<file path="config.mk">
export PLATFORM = sky130hd
export DESIGN_NAME = load_store_unit
export DESIGN_NICKNAME = d
export VERILOG_FILES = /design/src/rtl/load_store_unit.sv
export SDC_FILE = /design/constraint.sdc
export NUM_CORES = 1
export LEC_CHECK = 0
export BUFFER_PORTS_ARGS = -buffer_cell sky130_fd_sc_hd__buf_2
export CAP_MARGIN = 10
export CORE_ASPECT_RATIO = 0.6
export CORE_UTILIZATION = 45
export CTS_CLUSTER_SIZE = 28
export DETAILED_ROUTE_END_ITERATION = 12
export GPL_TIMING_DRIVEN = 0
export PLACE_DENSITY = 0.79
export SYNTH_ARGS = -nofsm -noshare
export SYNTH_HDL_FRONTEND = slang
export SYNTH_SLANG_ARGS = --single-unit
</file>
<file path="constraint.sdc">
create_clock -name clock -period 2.4 [get_ports clock]
set_input_delay 0.48 -clock clock [delete_from_list [all_inputs] [get_ports clock]]
set_output_delay 0.48 -clock clock [all_outputs]
set_load 0.05 [all_outputs]
</file>
<file path="src/rtl/load_store_unit.sv">
`default_nettype none
// ============================================================================
// Module   : load_store_unit
// Purpose  : MEM-stage initiator for a byte-addressed data memory bus.
//            Issues word-aligned beats with byte strobes over a req/ack
//            handshake, splits word-crossing accesses into two beats,
//            extends load data and stalls the pipeline until complete.
// Options  : MISALIGN_TRAP_EN - when defined, misaligned H/W accesses raise
//            lsu_err without bus traffic instead of being split.
// Revision : 1.0 - initial release
// ============================================================================
module load_store_unit #(
    parameter int TIMEOUT_CYC = 255
) (
    input  logic        clock,
    input  logic        reset_n,
    input  logic        cpu_valid,
    input  logic        MemRead,
    input  logic        MemWrite,
    input  logic [2:0]  funct3,
    input  logic [31:0] endereco,
    input  logic [31:0] write_data,
    output logic        stall,
    output logic [31:0] read_data,
    output logic        done,
    output logic        lsu_err,
    output logic        mem_req,
    output logic        mem_we,
    output logic [31:0] mem_addr,
    output logic [3:0]  mem_wstrb,
    output logic [31:0] mem_wdata,
    input  logic        mem_ack,
    input  logic [31:0] mem_rdata
);

    // Counter only needs to reach TIMEOUT_CYC-1; the abort fires on that value.
    localparam int                 c_CNT_W   = (TIMEOUT_CYC > 1) ? $clog2(TIMEOUT_CYC) : 1;
    localparam logic [c_CNT_W-1:0] c_TO_LAST = c_CNT_W'((TIMEOUT_CYC > 0) ? TIMEOUT_CYC - 1 : 0);
    localparam logic               c_TO_EN   = (TIMEOUT_CYC > 0);

    typedef enum logic [1:0] {
        S_IDLE  = 2'd0,
        S_BEAT1 = 2'd1,
        S_BEAT2 = 2'd2,
        S_RESP  = 2'd3
    } state_t;

    state_t              r_state;
    logic [c_CNT_W-1:0]  r_cnt;
    logic [1:0]          r_ofs;
    logic [2:0]          r_f3;
    logic                r_split;
    logic [3:0]          r_strb_hi;
    logic [31:0]         r_rdata1;

    logic                w_req;
    logic [3:0]          w_base;
    logic [7:0]          w_mask;
    logic                w_split;
    logic                w_illegal;
    logic                w_reject;
    logic [63:0]         w_wdbl;
    logic [63:0]         w_ld_dbl;
    logic [63:0]         w_ld_sh;
    logic [31:0]         w_ld_raw;
    logic [31:0]         w_ld_ext;
    logic                w_timeout;

    // Decode the incoming request: lane mask, split need and legality.
    always_comb begin
        w_req = cpu_valid & (MemRead | MemWrite);
        case (funct3[1:0])
            2'b00:   w_base = 4'b0001;
            2'b01:   w_base = 4'b0011;
            default: w_base = 4'b1111;
        endcase
        // Lanes [3:0] go in the first beat, lanes [7:4] overflow into the second.
        w_mask    = {4'b0000, w_base} << endereco[1:0];
        // 011/111 and 110 are undefined; unsigned forms only exist for loads.
        w_illegal = (funct3[1:0] == 2'b11) | (funct3[2:1] == 2'b11) | (funct3[2] & MemWrite);
`ifdef MISALIGN_TRAP_EN
        w_split   = 1'b0;
        w_reject  = w_illegal | (funct3[0] & endereco[0]) | (funct3[1] & (|endereco[1:0]));
`else
        w_split   = |w_mask[7:4];
        w_reject  = w_illegal;
`endif
        // Rotate store data so byte 0 lands on lane a; both beats share it.
        w_wdbl    = {write_data, write_data} << {endereco[1:0], 3'b000};
    end

    // Assemble and extend the load result from the beat(s) just acknowledged.
    always_comb begin
        w_ld_dbl = (r_state == S_BEAT2) ? {mem_rdata, r_rdata1} : {32'h0, mem_rdata};
        w_ld_sh  = w_ld_dbl >> {r_ofs, 3'b000};
        w_ld_raw = w_ld_sh[31:0];
        case (r_f3)
            3'b000:  w_ld_ext = {{24{w_ld_raw[7]}}, w_ld_raw[7:0]};
            3'b001:  w_ld_ext = {{16{w_ld_raw[15]}}, w_ld_raw[15:0]};
            3'b100:  w_ld_ext = {24'h0, w_ld_raw[7:0]};
            3'b101:  w_ld_ext = {16'h0, w_ld_raw[15:0]};
            default: w_ld_ext = w_ld_raw;
        endcase
        w_timeout = c_TO_EN & ~mem_ack & (r_cnt == c_TO_LAST);
    end

    // Stall is combinational in IDLE so an accepted request costs no bubble.
    assign stall = ((r_state == S_IDLE) & w_req) | (r_state == S_BEAT1) | (r_state == S_BEAT2);

    // Main sequencer: accept, drive beats until ack or timeout, then respond.
    always_ff @(posedge clock) begin
        if (!reset_n) begin
            r_state   <= S_IDLE;
            r_cnt     <= '0;
            r_ofs     <= 2'b00;
            r_f3      <= 3'b000;
            r_split   <= 1'b0;
            r_strb_hi <= 4'h0;
            r_rdata1  <= 32'h0;
            mem_req   <= 1'b0;
            mem_we    <= 1'b0;
            mem_addr  <= 32'h0;
            mem_wstrb <= 4'h0;
            mem_wdata <= 32'h0;
            done      <= 1'b0;
            lsu_err   <= 1'b0;
            read_data <= 32'h0;
        end else begin
            done      <= 1'b0;
            lsu_err   <= 1'b0;
            read_data <= 32'h0;
            case (r_state)
                S_IDLE: begin
                    if (w_req) begin
                        if (w_reject) begin
                            // Error still passes through RESP so stall drops for a cycle.
                            lsu_err <= 1'b1;
                            r_state <= S_RESP;
                        end else begin
                            r_ofs     <= endereco[1:0];
                            r_f3      <= funct3;
                            r_split   <= w_split;
                            r_strb_hi <= MemWrite ? w_mask[7:4] : 4'h0;
                            r_cnt     <= '0;
                            mem_req   <= 1'b1;
                            mem_we    <= MemWrite;
                            mem_addr  <= {endereco[31:2], 2'b00};
                            mem_wstrb <= MemWrite ? w_mask[3:0] : 4'h0;
                            mem_wdata <= MemWrite ? w_wdbl[63:32] : 32'h0;
                            r_state   <= S_BEAT1;
                        end
                    end
                end
                S_BEAT1, S_BEAT2: begin
                    if (mem_ack) begin
                        if ((r_state == S_BEAT1) && r_split) begin
                            mem_addr  <= mem_addr + 32'd4;
                            mem_wstrb <= r_strb_hi;
                            r_rdata1  <= mem_rdata;
                            r_cnt     <= '0;
                            r_state   <= S_BEAT2;
                        end else begin
                            mem_req   <= 1'b0;
                            mem_we    <= 1'b0;
                            mem_addr  <= 32'h0;
                            mem_wstrb <= 4'h0;
                            mem_wdata <= 32'h0;
                            done      <= 1'b1;
                            read_data <= mem_we ? 32'h0 : w_ld_ext;
                            r_state   <= S_RESP;
                        end
                    end else if (w_timeout) begin
                        // Abandon the beat; a committed first store beat stays committed.
                        mem_req   <= 1'b0;
                        mem_we    <= 1'b0;
                        mem_addr  <= 32'h0;
                        mem_wstrb <= 4'h0;
                        mem_wdata <= 32'h0;
                        lsu_err   <= 1'b1;
                        r_state   <= S_RESP;
                    end else begin
                        r_cnt <= r_cnt + c_CNT_W'(1);
                    end
                end
                S_RESP: begin
                    r_state <= S_IDLE;
                end
                default: begin
                    r_state <= S_IDLE;
                end
            endcase
        end
    end

endmodule
`default_nettype wire
</file>
==> results.py <==
metrics = {
    "synthesis": {
        "synth_edf_count": 0,
        "synth_cells": 928,
        "synth_area_mm2": 0.00831,
        "synth-seq-cells": 153,
        "synth.distinct_cells": 65,
        "synth_most_common_cell": "dfxtp_1",
        "async_flop_share": 0,
        "synth_commonest_cells": "153 x dfxtp_1, 122 x nand2_1, 106 x a21oi_1",
        "yosys-top-cells-area": "dfxtp_1 37%, mux4_2 13%, a21oi_1 6.4%",
        "synth-seq-area-share": 0.369,
        "synthFlopType": "dfxtp_1",
        "syn_avg_cell_area_um2": 8.95,
        "synth_top_area_frac": 0.369,
        "yosys_warnings": 0,
        "yosys.area.top_type": "dfxtp_1",
    },
    "layout": {
        "layout.nets": 1282,
        "layout-drive-gt1-share": 0.331,
        "layout.cells.non_filler": 1423,
        "syn_to_final_growth_pct": 28.5,
    },
    "global_route": {
        "grt_overflow": 0,
        "grt_pass1_wl_um": 44300,
        "grt_pass1_vias": 7859,
        "grt_max_degree": 17,
        "grt_usage": 0.308,
        "antenna_found_initial": 5,
    },
    "timing": {
        "clock.fmax_mhz": 418,
        "period_share": 0.998,
        "clock_skew_ps": 10.2,
        "rsz0062_at_grt": "true",
        "setup_viol": 0,
        "setup_tns_ps": 0,
        "tightest_slew_ps": 879,
        "hold_viol": 0,
        "drv_slew": 0,
        "relSlewSlack": 0.414,
        "finalCriticalPeriod_ps": 2390,
    },
    "clocking": {
        "htreeDepth": 4,
        "worstSkewPairLatency_ps": 440,
        "clk_pin_slew_ps": 70,
        "cts-hold-fix-buffers": 0,
        "ctsRootBufferMaster": "clkbuf_16",
        "cts_max_path_buffers": 2,
        "clock_sinks": 153,
        "tritoncts.num_buffers": 17,
        "cts_tree": "yes",
    },
    "placement": {
        "hpwl_um": 21500,
        "place_congestion": 0.977,
        "port_buffers": 204,
        "place_inst": 1373,
    },
    "worst_setup_path": {
        "crit_fanout": 6,
        "cp_data_required_time_ps": 2750,
        "endpoint_kind": "register",
        "start_kind": "register",
        "path_class": "reg -> reg",
        "cp_data_arrival_time_ps": 2750,
    },
    "power": {
        "power_switching_share": 0.448,
        "powerDensity_mw_per_mm2": 1050,
        "pwr-share-comb": 0.457,
        "power_frac_clock": 0.253,
        "ir_worst_vdd_v": 0.000711,
        "intPower_w": 0.00617,
        "leakage_nw": 4.32,
        "switchingPower_w": 0.00501,
        "seq_power_share": 0.290,
    },
    "run_status": {
        "status": "complete, no violations",
    },
    "drt": {
        "drc": 0,
        "firstDrtPassIters": 5,
        "drtIter0Drc": 1066,
        "vias": 8808,
        "wl_met2_um": 11500,
        "top_layer_used": "met5",
        "viasPerCell": 6.19,
        "drtAntennaViolNets": 0,
        "wl_met1_um": 12900,
        "wl_um": 29400,
        "route.met3.wl_um": 4380,
        "wl_per_cell_um": 20.7,
    },
    "die": {
        "start_util": 0.460,
        "io_pins": 210,
        "die_h_um": 107,
        "die_w_um": 177,
        "rows": 38,
        "coreArea_mm2": 0.0181,
        "die_area_mm2": 0.0190,
    },
    "flow_run": {
        "cap_violations": 0,
    },
    "min_path": {
        "min_path_type": "in -> reg",
    },
}
[timing repair]
item                       in CTS  in global routing
setup endpoints to repair     131                 94
pin swaps                       1                  6
setup buffers                   9                 10
gates resized for setup        59                 47
cloned                          1                  0
[sequential cells by signal (all words and copies together), names as in the netlist]
signal / cells
r_rdata1: 32
r_f3: 3
r_split: 1
mem_we: 1
r_ofs: 2
mem_wstrb: 4
mem_req: 1
mem_addr: 30
r_state: 2
r_strb_hi: 3
lsu_err: 1
read_data: 32
done: 1
r_cnt: 8
mem_wdata: 32
[layout make-up]
type                            count  area, um2
Antenna cell                        3       7.51
Inverter                           18       72.6
Clock inverter                     13        171
Buffer                             76        390
Fill cell                        1563       7390
Multi-Input combinational cell    677       5010
Clock buffer                       19        433
Sequential cell                   153       3070
Tap cell                          240        300
Timing Repair Buffer              224       1220
[placed cells by master, fill, tap and decap left out, types with 22 or more instances in the layout]
cell type / Yosys / final
nand3_1: 35 / 35
buf_4: 3 / 22
mux4_2: 48 / 48
a21oi_1: 106 / 104
buf_2: 8 / 208
dfxtp_1: 153 / 151
mux2i_1: 26 / 24
nor2_1: 45 / 44
a22o_1: 32 / 32
nand2_1: 122 / 122
clkbuf_1: 61 / 40
o21ai_0: 32 / 29
[critical path: stages (launching register included)]
cell	delay, ps
dfxtp_4	370
inv_6	50
ha_4	170
mux2i_4	180
mux4_2	480
or4_4	560
a21o_4	270
buf_6	140
o21ai_1	70
[power by group through the flow]
stage          registers [W]  logic, W  clock network, W
6_report             0.00325   0.00510           0.00283
3_3_place_gp         0.00327   0.00449                 0
3_5_place_dp         0.00327   0.00454                 0
5_1_grt              0.00329   0.00537           0.00294
2_1_floorplan        0.00423   0.00225                 0
4_1_cts              0.00322   0.00481           0.00283
[layer usage]
layer / GRT usage / vias to the layer above
met2: 0.403 / 676
li1: - / 3952
met5: 0 / -
met1: 0.458 / 4109
met4: 0.0873 / 4
met3: 0.119 / 67
[per-stage QoR]
step / hold WS [ps] / total power, W / setup WS [ps] / cell area (um2) / util
6_report: 297 / 0.0112 / 5.22 / 10700 / 0.591
3_5_place_dp: 447 / 0.00780 / -599 / 9630 / 0.533
2_1_floorplan: 432 / 0.00648 / 11.0 / 8310 / -
4_1_cts: 285 / 0.0109 / -83.6 / 10500 / 0.581
3_3_place_gp: 440 / 0.00776 / -611 / 9630 / 0.533
5_1_grt: 309 / 0.0116 / -24.4 / 10700 / 0.590
[kinds of logic after synthesis]
group                    Yosys count  synth area share
adder cells (fa/ha/maj)           10            0.0151
buffers and inverters             99            0.0491
flip-flops                       153             0.369
multiplexers                      84             0.175
other                              1          0.000452
AND/OR/NAND/NOR                  290             0.166
AO/OA/AOI/OAI                    286             0.220
XOR/XNOR                           5           0.00527
[worst paths after layout]
path,endpoint,from,cells after the start,slack (ps)
hold / removal,r_rdata1[27],mem_rdata[27],3,300
setup / recovery,read_data[19],r_state[0],8,5
hold reg to reg,r_rdata1[3],r_rdata1[3],2,460
setup reg to reg,read_data[19],r_state[0],8,5
No activity file was read; power rests on OpenSTA's default activity.
